--- config.mk ---
export PLATFORM = sky130hd
export DESIGN_NAME = lfsr_bist_ctrl_flat
export DESIGN_NICKNAME = d
export VERILOG_FILES = /design/src/rtl/lfsr_bist_ctrl_if.sv /design/src/rtl/lfsr_bist_ctrl.sv /design/src/flat_wrapper.sv
export SDC_FILE = /design/constraint.sdc
export NUM_CORES = 1
export LEC_CHECK = 0
export BUFFER_PORTS_ARGS = -buffer_cell sky130_fd_sc_hd__buf_2
export CORE_UTILIZATION = 45
export DETAILED_ROUTE_END_ITERATION = 8
export SYNTH_ARGS = -nofsm -noshare
export SYNTH_HDL_FRONTEND = slang
export SYNTH_SLANG_ARGS = --single-unit
--- constraint.sdc ---
create_clock -name clk -period 3.2 [get_ports clk]
set_clock_uncertainty 0.2 [all_clocks]
set_input_delay 0.16 -clock clk [delete_from_list [all_inputs] [get_ports clk]]
set_output_delay 0.16 -clock clk [all_outputs]
set_load 0.005 [all_outputs]
--- src/rtl/lfsr_bist_ctrl_if.sv ---
// rtl/lfsr_bist_ctrl_if.sv - memory port bundle between the BIST sequencer and the 1024x32 RAM
interface lfsr_bist_ctrl_if;
    logic        mem_en;
    logic        mem_we;
    logic [9:0]  mem_addr;
    logic [31:0] mem_wdata;
    logic [31:0] mem_rdata;

    modport master (
        output mem_en,
        output mem_we,
        output mem_addr,
        output mem_wdata,
        input  mem_rdata
    );

    modport slave (
        input  mem_en,
        input  mem_we,
        input  mem_addr,
        input  mem_wdata,
        output mem_rdata
    );
endinterface

--- src/rtl/lfsr_bist_ctrl.sv ---
// rtl/lfsr_bist_ctrl.sv - LFSR write/read-compare BIST sequencer for a 1024x32 RAM (option macro: LFSR_BIST_INJECT_EN)
module lfsr_bist_ctrl #(
    parameter int NUM_WORDS = 1023,
    parameter int RD_LAT    = 1
) (
    input  logic             clk,
    input  logic             rstn,
    input  logic             start,
    input  logic             abort,
`ifdef LFSR_BIST_INJECT_EN
    input  logic             inject_err,
`endif
    output logic             busy,
    output logic             done,
    output logic             pass,
    output logic [15:0]      err_count,
    output logic [9:0]       first_err_addr,
    lfsr_bist_ctrl_if.master mem
);

    localparam logic [31:0] DATA_SEED = 32'hFFFF_FFFF;
    localparam logic [9:0]  ADDR_SEED = 10'h3FF;
    localparam logic [9:0]  N_LAST    = 10'(NUM_WORDS);
    localparam logic [9:0]  LAT_LAST  = 10'(RD_LAT);

    typedef enum logic [2:0] {
        S_IDLE,
        S_WRITE,
        S_SEED,
        S_READ,
        S_DRAIN,
        S_DONE
    } state_t;

    function automatic logic [31:0] data_step(input logic [31:0] v);
        logic [31:0] n;
        n     = {v[30:0], v[31]};
        n[1]  = v[0]  ^ v[31];
        n[2]  = v[1]  ^ v[31];
        n[22] = v[21] ^ v[31];
        return n;
    endfunction

    function automatic logic [9:0] addr_step(input logic [9:0] v);
        logic [9:0] n;
        n    = {v[8:0], v[9]};
        n[3] = v[2] ^ v[9];
        return n;
    endfunction

    state_t      state_q;
    logic [9:0]  cnt_q;
    logic [31:0] data_lfsr_q;
    logic [9:0]  addr_lfsr_q;
    logic [31:0] exp_q;
    logic        mem_en_q;
    logic        mem_we_q;
    logic [9:0]  mem_addr_q;
    logic [31:0] mem_wdata_q;
    logic        busy_q;
    logic        done_q;
    logic        pass_q;
    logic [15:0] err_count_q;
    logic [15:0] err_count_d;
    logic [9:0]  first_err_addr_q;
    logic [9:0]  first_err_addr_d;
    logic        mismatch;
    logic        inj_bit;

    logic [RD_LAT-1:0] dl_vld_q;
    logic [9:0]        dl_addr_q [RD_LAT];
    logic [31:0]       dl_data_q [RD_LAT];

`ifdef LFSR_BIST_INJECT_EN
    assign inj_bit = inject_err;
`else
    assign inj_bit = 1'b0;
`endif

    // Stage 0 captures the read issued in the previous cycle, so the last stage lines up with mem_rdata.
    always_ff @(posedge clk or negedge rstn) begin
        if (!rstn) begin
            dl_vld_q <= '0;
            for (int i = 0; i < RD_LAT; i++) begin
                dl_addr_q[i] <= '0;
                dl_data_q[i] <= '0;
            end
        end else begin
            dl_vld_q[0]  <= mem_en_q & ~mem_we_q & ~abort;
            dl_addr_q[0] <= mem_addr_q;
            dl_data_q[0] <= exp_q;
            for (int i = 1; i < RD_LAT; i++) begin
                dl_vld_q[i]  <= dl_vld_q[i-1] & ~abort;
                dl_addr_q[i] <= dl_addr_q[i-1];
                dl_data_q[i] <= dl_data_q[i-1];
            end
        end
    end

    always_comb begin
        mismatch         = dl_vld_q[RD_LAT-1] && !abort && (mem.mem_rdata != dl_data_q[RD_LAT-1]);
        err_count_d      = err_count_q;
        first_err_addr_d = first_err_addr_q;
        if (mismatch) begin
            if (err_count_q != 16'hFFFF) begin
                err_count_d = err_count_q + 16'd1;
            end
            if (err_count_q == 16'd0) begin
                first_err_addr_d = dl_addr_q[RD_LAT-1];
            end
        end
    end

    always_ff @(posedge clk or negedge rstn) begin
        if (!rstn) begin
            state_q          <= S_IDLE;
            cnt_q            <= '0;
            data_lfsr_q      <= DATA_SEED;
            addr_lfsr_q      <= ADDR_SEED;
            exp_q            <= '0;
            mem_en_q         <= 1'b0;
            mem_we_q         <= 1'b0;
            mem_addr_q       <= '0;
            mem_wdata_q      <= '0;
            busy_q           <= 1'b0;
            done_q           <= 1'b0;
            pass_q           <= 1'b0;
            err_count_q      <= '0;
            first_err_addr_q <= '0;
        end else begin
            done_q           <= 1'b0;
            err_count_q      <= err_count_d;
            first_err_addr_q <= first_err_addr_d;
            if (abort) begin
                state_q     <= S_IDLE;
                mem_en_q    <= 1'b0;
                mem_we_q    <= 1'b0;
                busy_q      <= 1'b0;
                cnt_q       <= '0;
                data_lfsr_q <= DATA_SEED;
                addr_lfsr_q <= ADDR_SEED;
                if (busy_q) begin
                    pass_q <= 1'b0;
                end
            end else begin
                case (state_q)
                    S_IDLE: begin
                        if (start) begin
                            state_q          <= S_WRITE;
                            busy_q           <= 1'b1;
                            pass_q           <= 1'b0;
                            err_count_q      <= '0;
                            first_err_addr_q <= '0;
                            mem_en_q         <= 1'b1;
                            mem_we_q         <= 1'b1;
                            mem_addr_q       <= addr_lfsr_q;
                            mem_wdata_q      <= data_lfsr_q ^ {31'd0, inj_bit};
                            data_lfsr_q      <= data_step(data_lfsr_q);
                            addr_lfsr_q      <= addr_step(addr_lfsr_q);
                            cnt_q            <= 10'd1;
                        end
                    end
                    S_WRITE: begin
                        if (cnt_q == N_LAST) begin
                            state_q     <= S_SEED;
                            mem_en_q    <= 1'b0;
                            mem_we_q    <= 1'b0;
                            data_lfsr_q <= DATA_SEED;
                            addr_lfsr_q <= ADDR_SEED;
                        end else begin
                            mem_addr_q  <= addr_lfsr_q;
                            mem_wdata_q <= data_lfsr_q;
                            data_lfsr_q <= data_step(data_lfsr_q);
                            addr_lfsr_q <= addr_step(addr_lfsr_q);
                            cnt_q       <= cnt_q + 10'd1;
                        end
                    end
                    S_SEED: begin
                        state_q     <= S_READ;
                        mem_en_q    <= 1'b1;
                        mem_we_q    <= 1'b0;
                        mem_addr_q  <= addr_lfsr_q;
                        exp_q       <= data_lfsr_q;
                        data_lfsr_q <= data_step(data_lfsr_q);
                        addr_lfsr_q <= addr_step(addr_lfsr_q);
                        cnt_q       <= 10'd1;
                    end
                    S_READ: begin
                        if (cnt_q == N_LAST) begin
                            state_q  <= S_DRAIN;
                            mem_en_q <= 1'b0;
                            cnt_q    <= 10'd1;
                        end else begin
                            mem_addr_q  <= addr_lfsr_q;
                            exp_q       <= data_lfsr_q;
                            data_lfsr_q <= data_step(data_lfsr_q);
                            addr_lfsr_q <= addr_step(addr_lfsr_q);
                            cnt_q       <= cnt_q + 10'd1;
                        end
                    end
                    S_DRAIN: begin
                        // The final compare lands on this same edge, so pass must use the next-state count.
                        if (cnt_q == LAT_LAST) begin
                            state_q <= S_DONE;
                            done_q  <= 1'b1;
                            pass_q  <= (err_count_d == 16'd0);
                        end else begin
                            cnt_q <= cnt_q + 10'd1;
                        end
                    end
                    S_DONE: begin
                        state_q     <= S_IDLE;
                        busy_q      <= 1'b0;
                        cnt_q       <= '0;
                        data_lfsr_q <= DATA_SEED;
                        addr_lfsr_q <= ADDR_SEED;
                    end
                    default: begin
                        state_q <= S_IDLE;
                    end
                endcase
            end
        end
    end

    assign busy           = busy_q;
    assign done           = done_q;
    assign pass           = pass_q;
    assign err_count      = err_count_q;
    assign first_err_addr = first_err_addr_q;
    assign mem.mem_en     = mem_en_q;
    assign mem.mem_we     = mem_we_q;
    assign mem.mem_addr   = mem_addr_q;
    assign mem.mem_wdata  = mem_wdata_q;

endmodule

--- src/flat_wrapper.sv ---
// flat-port wrapper written by rule: the top's interface ports become plain ports
module lfsr_bist_ctrl_flat 
#(
    parameter int NUM_WORDS = 1023,
    parameter int RD_LAT    = 1
)
  (clk, rstn, start, abort, busy, done, pass, err_count, first_err_addr, mem_mem_en, mem_mem_we, mem_mem_addr, mem_mem_wdata, mem_mem_rdata);
  lfsr_bist_ctrl_if mem_i ();
  input  logic clk;
  input  logic rstn;
  input  logic start;
  input  logic abort;
  output logic busy;
  output logic done;
  output logic pass;
  output logic [15:0] err_count;
  output logic [9:0] first_err_addr;
  output wire logic [$bits(mem_i.mem_en)-1:0] mem_mem_en;
  output wire logic [$bits(mem_i.mem_we)-1:0] mem_mem_we;
  output wire logic [$bits(mem_i.mem_addr)-1:0] mem_mem_addr;
  output wire logic [$bits(mem_i.mem_wdata)-1:0] mem_mem_wdata;
  input wire logic [$bits(mem_i.mem_rdata)-1:0] mem_mem_rdata;
  assign mem_mem_en = mem_i.mem_en;
  assign mem_mem_we = mem_i.mem_we;
  assign mem_mem_addr = mem_i.mem_addr;
  assign mem_mem_wdata = mem_i.mem_wdata;
  assign mem_i.mem_rdata = mem_mem_rdata;
  lfsr_bist_ctrl #(.NUM_WORDS(NUM_WORDS), .RD_LAT(RD_LAT)) u_core (.clk(clk), .rstn(rstn), .start(start), .abort(abort), .busy(busy), .done(done), .pass(pass), .err_count(err_count), .first_err_addr(first_err_addr), .mem(mem_i));
endmodule
==> results.cfg <==
[timing]
maxSlewViolCount = 0
hold_violations = 0
fin_tns_setup_ns = 0
timing.final.crit_share_pct = 92.1
finalSetupViolCount = 0
worst_pin_slew_ns = 0.704
period_needed_ns = 2.95
rsz0062_at_grt = false
max_slew_margin_pct = 53.0
fmax_mhz = 339

[worst_setup_path]
cp_slowest_cell = or4_1
rr_worst_depth = 8
crit_end = u_core.pass
required_ns = 3.41
cp_cell_sequence = xnor2_1 -> nand4_1 -> nor4_2 -> a21boi_2 -> nand3_1 -> mux2_2 -> or4_1 -> o31ai_1
reg2reg_to = u_core.pass
critical_path_class = register to register
cpPeakStageDelay_ns = 0.52
cp_top_family = simple AND/OR/NAND/NOR gates
reg2reg_slack_ns = 0.25
crit_arrival_ns = 3.15
rr_startpoint = u_core.dl_data_q[9]
critPathBufInv = 0
crit_path_start_kind = register
critPathMaxFanout = 10
end_kind = register
worst-path-stages = 8
crit_start = u_core.dl_data_q[9]

[grt]
grt_first_pass_wirelength_um = 29800
grt_pass1_vias = 5633
antenna_found_initial = 0
grt_max_degree = 85
grt_use_total_pct = 19.5
grt_overflow = 0

[clock_tree]
clk_latency_ns = 0.51
numCtsBuffers = 23
htree_num_levels = 1
cts_root_buffer = clkbuf_16
clk_pin_slew_worst_paths_ns = 0.06
cts_resized = 0
hold_buffers = 4
cts_tree = yes
clock_sinks = 203
clockBufferDepth = 3
post_cts_buffers = 0

[routing]
drt_iter0_drc = 266
totalWireLength_um = 17800
dr.pass1.iters = 7
remaining_drc_errors = 18
wl_met2_um = 8750
ant_nets = 0
viasPerCell = 5.38
dr.max_layer_used = met4
vias = 5364
met1_length_um = 7840
wl_per_cell_um = 17.9
met3WireLength_um = 906

[synth]
synth_nets = 676
synth_flop_cell = dfrtp_1
synth_cell_types = 58
netlist_area_mm2 = 0.00833
synth-seq-cells = 203
ys_warn_count = 0
syn_inst = 636
avgSynthCellArea_um2 = 13.1
synth_edf_count = 0
ys_seq_area_share_pct = 61.6
synthArstFlopShare_pct = 100

[status]
failed_checks = design-rule violations
outcome = finished with violations

[pwr]
power_density_mw_per_mm2 = 575
combPwrFrac_pct = 6.6
p_switching_mw = 1.27
ir_drop_uv = 353
leakagePower_nw = 4.15
seqPwrFrac_pct = 47.5
p_clk_share_pct = 45.9
swShare_pct = 22.2
p_int_mw = 4.43

[worst_hold_path]
min_path_type = input port to asynchronous set/reset pin

[floorplanning]
die_area_mm2 = 0.0191
ios = 109
fp-row-count = 49
die_x_um = 138
die_h_um = 138
start_util_pct = 46.1
coreArea_mm2 = 0.0181

[final_layout]
num-fill-cells = 1568
drive_gt1_share_pct = 37.8
layout_commonest_cell = dfrtp_1
nNetsFinal = 791
antenna_cells = 0
final_cell_mix = dfrtp_1 (161), buf_2 (107), mux2_2 (76), nor2_1 (51)
post-route-util_pct = 54.8
area_growth_pct = 18.9
final_cells = 997

[placed_design]
dp_hpwl_um = 12000
port_buffers = 108
gp_congestion = 0.847
place_inst = 951

[flow_run]
cap_violations = 0
[power groups by stage]
stage	registers (mW)	clock network (mW)	logic, mW
detailed placement	2.75	0	0.378
finish	2.71	2.62	0.374
global placement	2.75	0	0.370
floorplan	2.74	0	0.186
CTS	2.71	2.70	0.386
global route	2.72	2.80	0.418
[worst min path at each step]
stage	slack, ns	to	depth (start not counted)	start
after CTS	0.02	u_core.cnt_q[5]	2	rstn
after floorplan	-0.34	u_core.busy	0	rstn
after global placement	-0.02	u_core.cnt_q[5]	1	rstn
after detailed placement	-0.01	u_core.cnt_q[5]	1	rstn
after global routing	0.04	u_core.err_count[6]	2	rstn
final	0.007	u_core.err_count[6]	2	rstn
[per-stage QoR]
stage               hold WS, ns  worst slack (ns)  cell area (um2)  total power, mW
floorplan                -0.336             0.660             8330             2.93
global placement        -0.0177             0.308             9110             3.12
detailed placement      -0.0130             0.207             9110             3.13
global route             0.0423           0.00620             9910             5.94
finish                  0.00724             0.252             9910             5.70
CTS                      0.0209             0.191             9910             5.79
[logic make-up after synthesis]
group	count (synthesis)	share of synthesized area [%]
AND/OR/NAND/NOR	157	10.2
XOR/XNOR	52	5.47
buffers and inverters	43	2.52
flip-flops	203	61.6
AO/OA/AOI/OAI	90	8.05
adder cells (fa/ha/maj)	4	0.601
multiplexers	87	11.6
[sequential cells by signal (all words and copies together), names as in the netlist]
signal	flops
u_core.data_lfsr_q	32
u_core.dl_data_q	32
u_core.exp_q	32
u_core.mem.mem_wdata	32
u_core.err_count	16
u_core.addr_lfsr_q	10
u_core.cnt_q	10
u_core.dl_addr_q	10
u_core.first_err_addr	10
u_core.mem.mem_addr	10
u_core.state_q	3
u_core.busy	1
u_core.dl_vld_q	1
u_core.done	1
u_core.mem.mem_en	1
u_core.mem.mem_we	1
u_core.pass	1
[synth_stat cells, drive strengths merged, types with 3 or more instances]
master    n  area, um2
nor4b     3       26.3
xnor2    42        368
buf      13       87.6
ha        4       50.1
dfstp    42       1100
xor2     10       87.6
nand3    14       70.1
o22a     42        368
nor2b     4       27.5
dfrtp   161       4030
a21oi    11       55.1
and2      3       21.3
o31ai     3       22.5
clkbuf   22       92.6
and3     10       65.1
nor4      5       43.8
nand4    16        115
nor2     52        198
mux2i    11        110
nor3      8       50.1
nand2b    5       31.3
nand2    22       82.6
o21ai    20        100
mux2     76        856
or3       3       18.8
inv       7       26.3
[area by class of cell]
type                       count  area [um2]  area share, %
clock buffer                  34         637           6.43
clock inverter                 8         121           1.23
inverter                       8        30.0          0.303
multi-input combinational    390        3000           30.3
sequential                   203        5130           51.8
tap                          229         287           2.89
timing repair buffer         125         699           7.06
[per-layer routing]
layer,vias to the layer above,track usage (%)
met1,2719,25.3
met4,0,5.85
li1,2486,-
met2,132,33.5
met5,-,0
met3,27,3.46
[worst register-to-register path: stages (launching register included)]
cell and delay [ns]:
dfrtp_1 0.37, xnor2_1 0.25, nand4_1 0.23, nor4_2 0.39, a21boi_2 0.21, nand3_1 0.14
mux2_2 0.34, or4_1 0.52, o31ai_1 0.21
(Power assumes the default switching activity.)
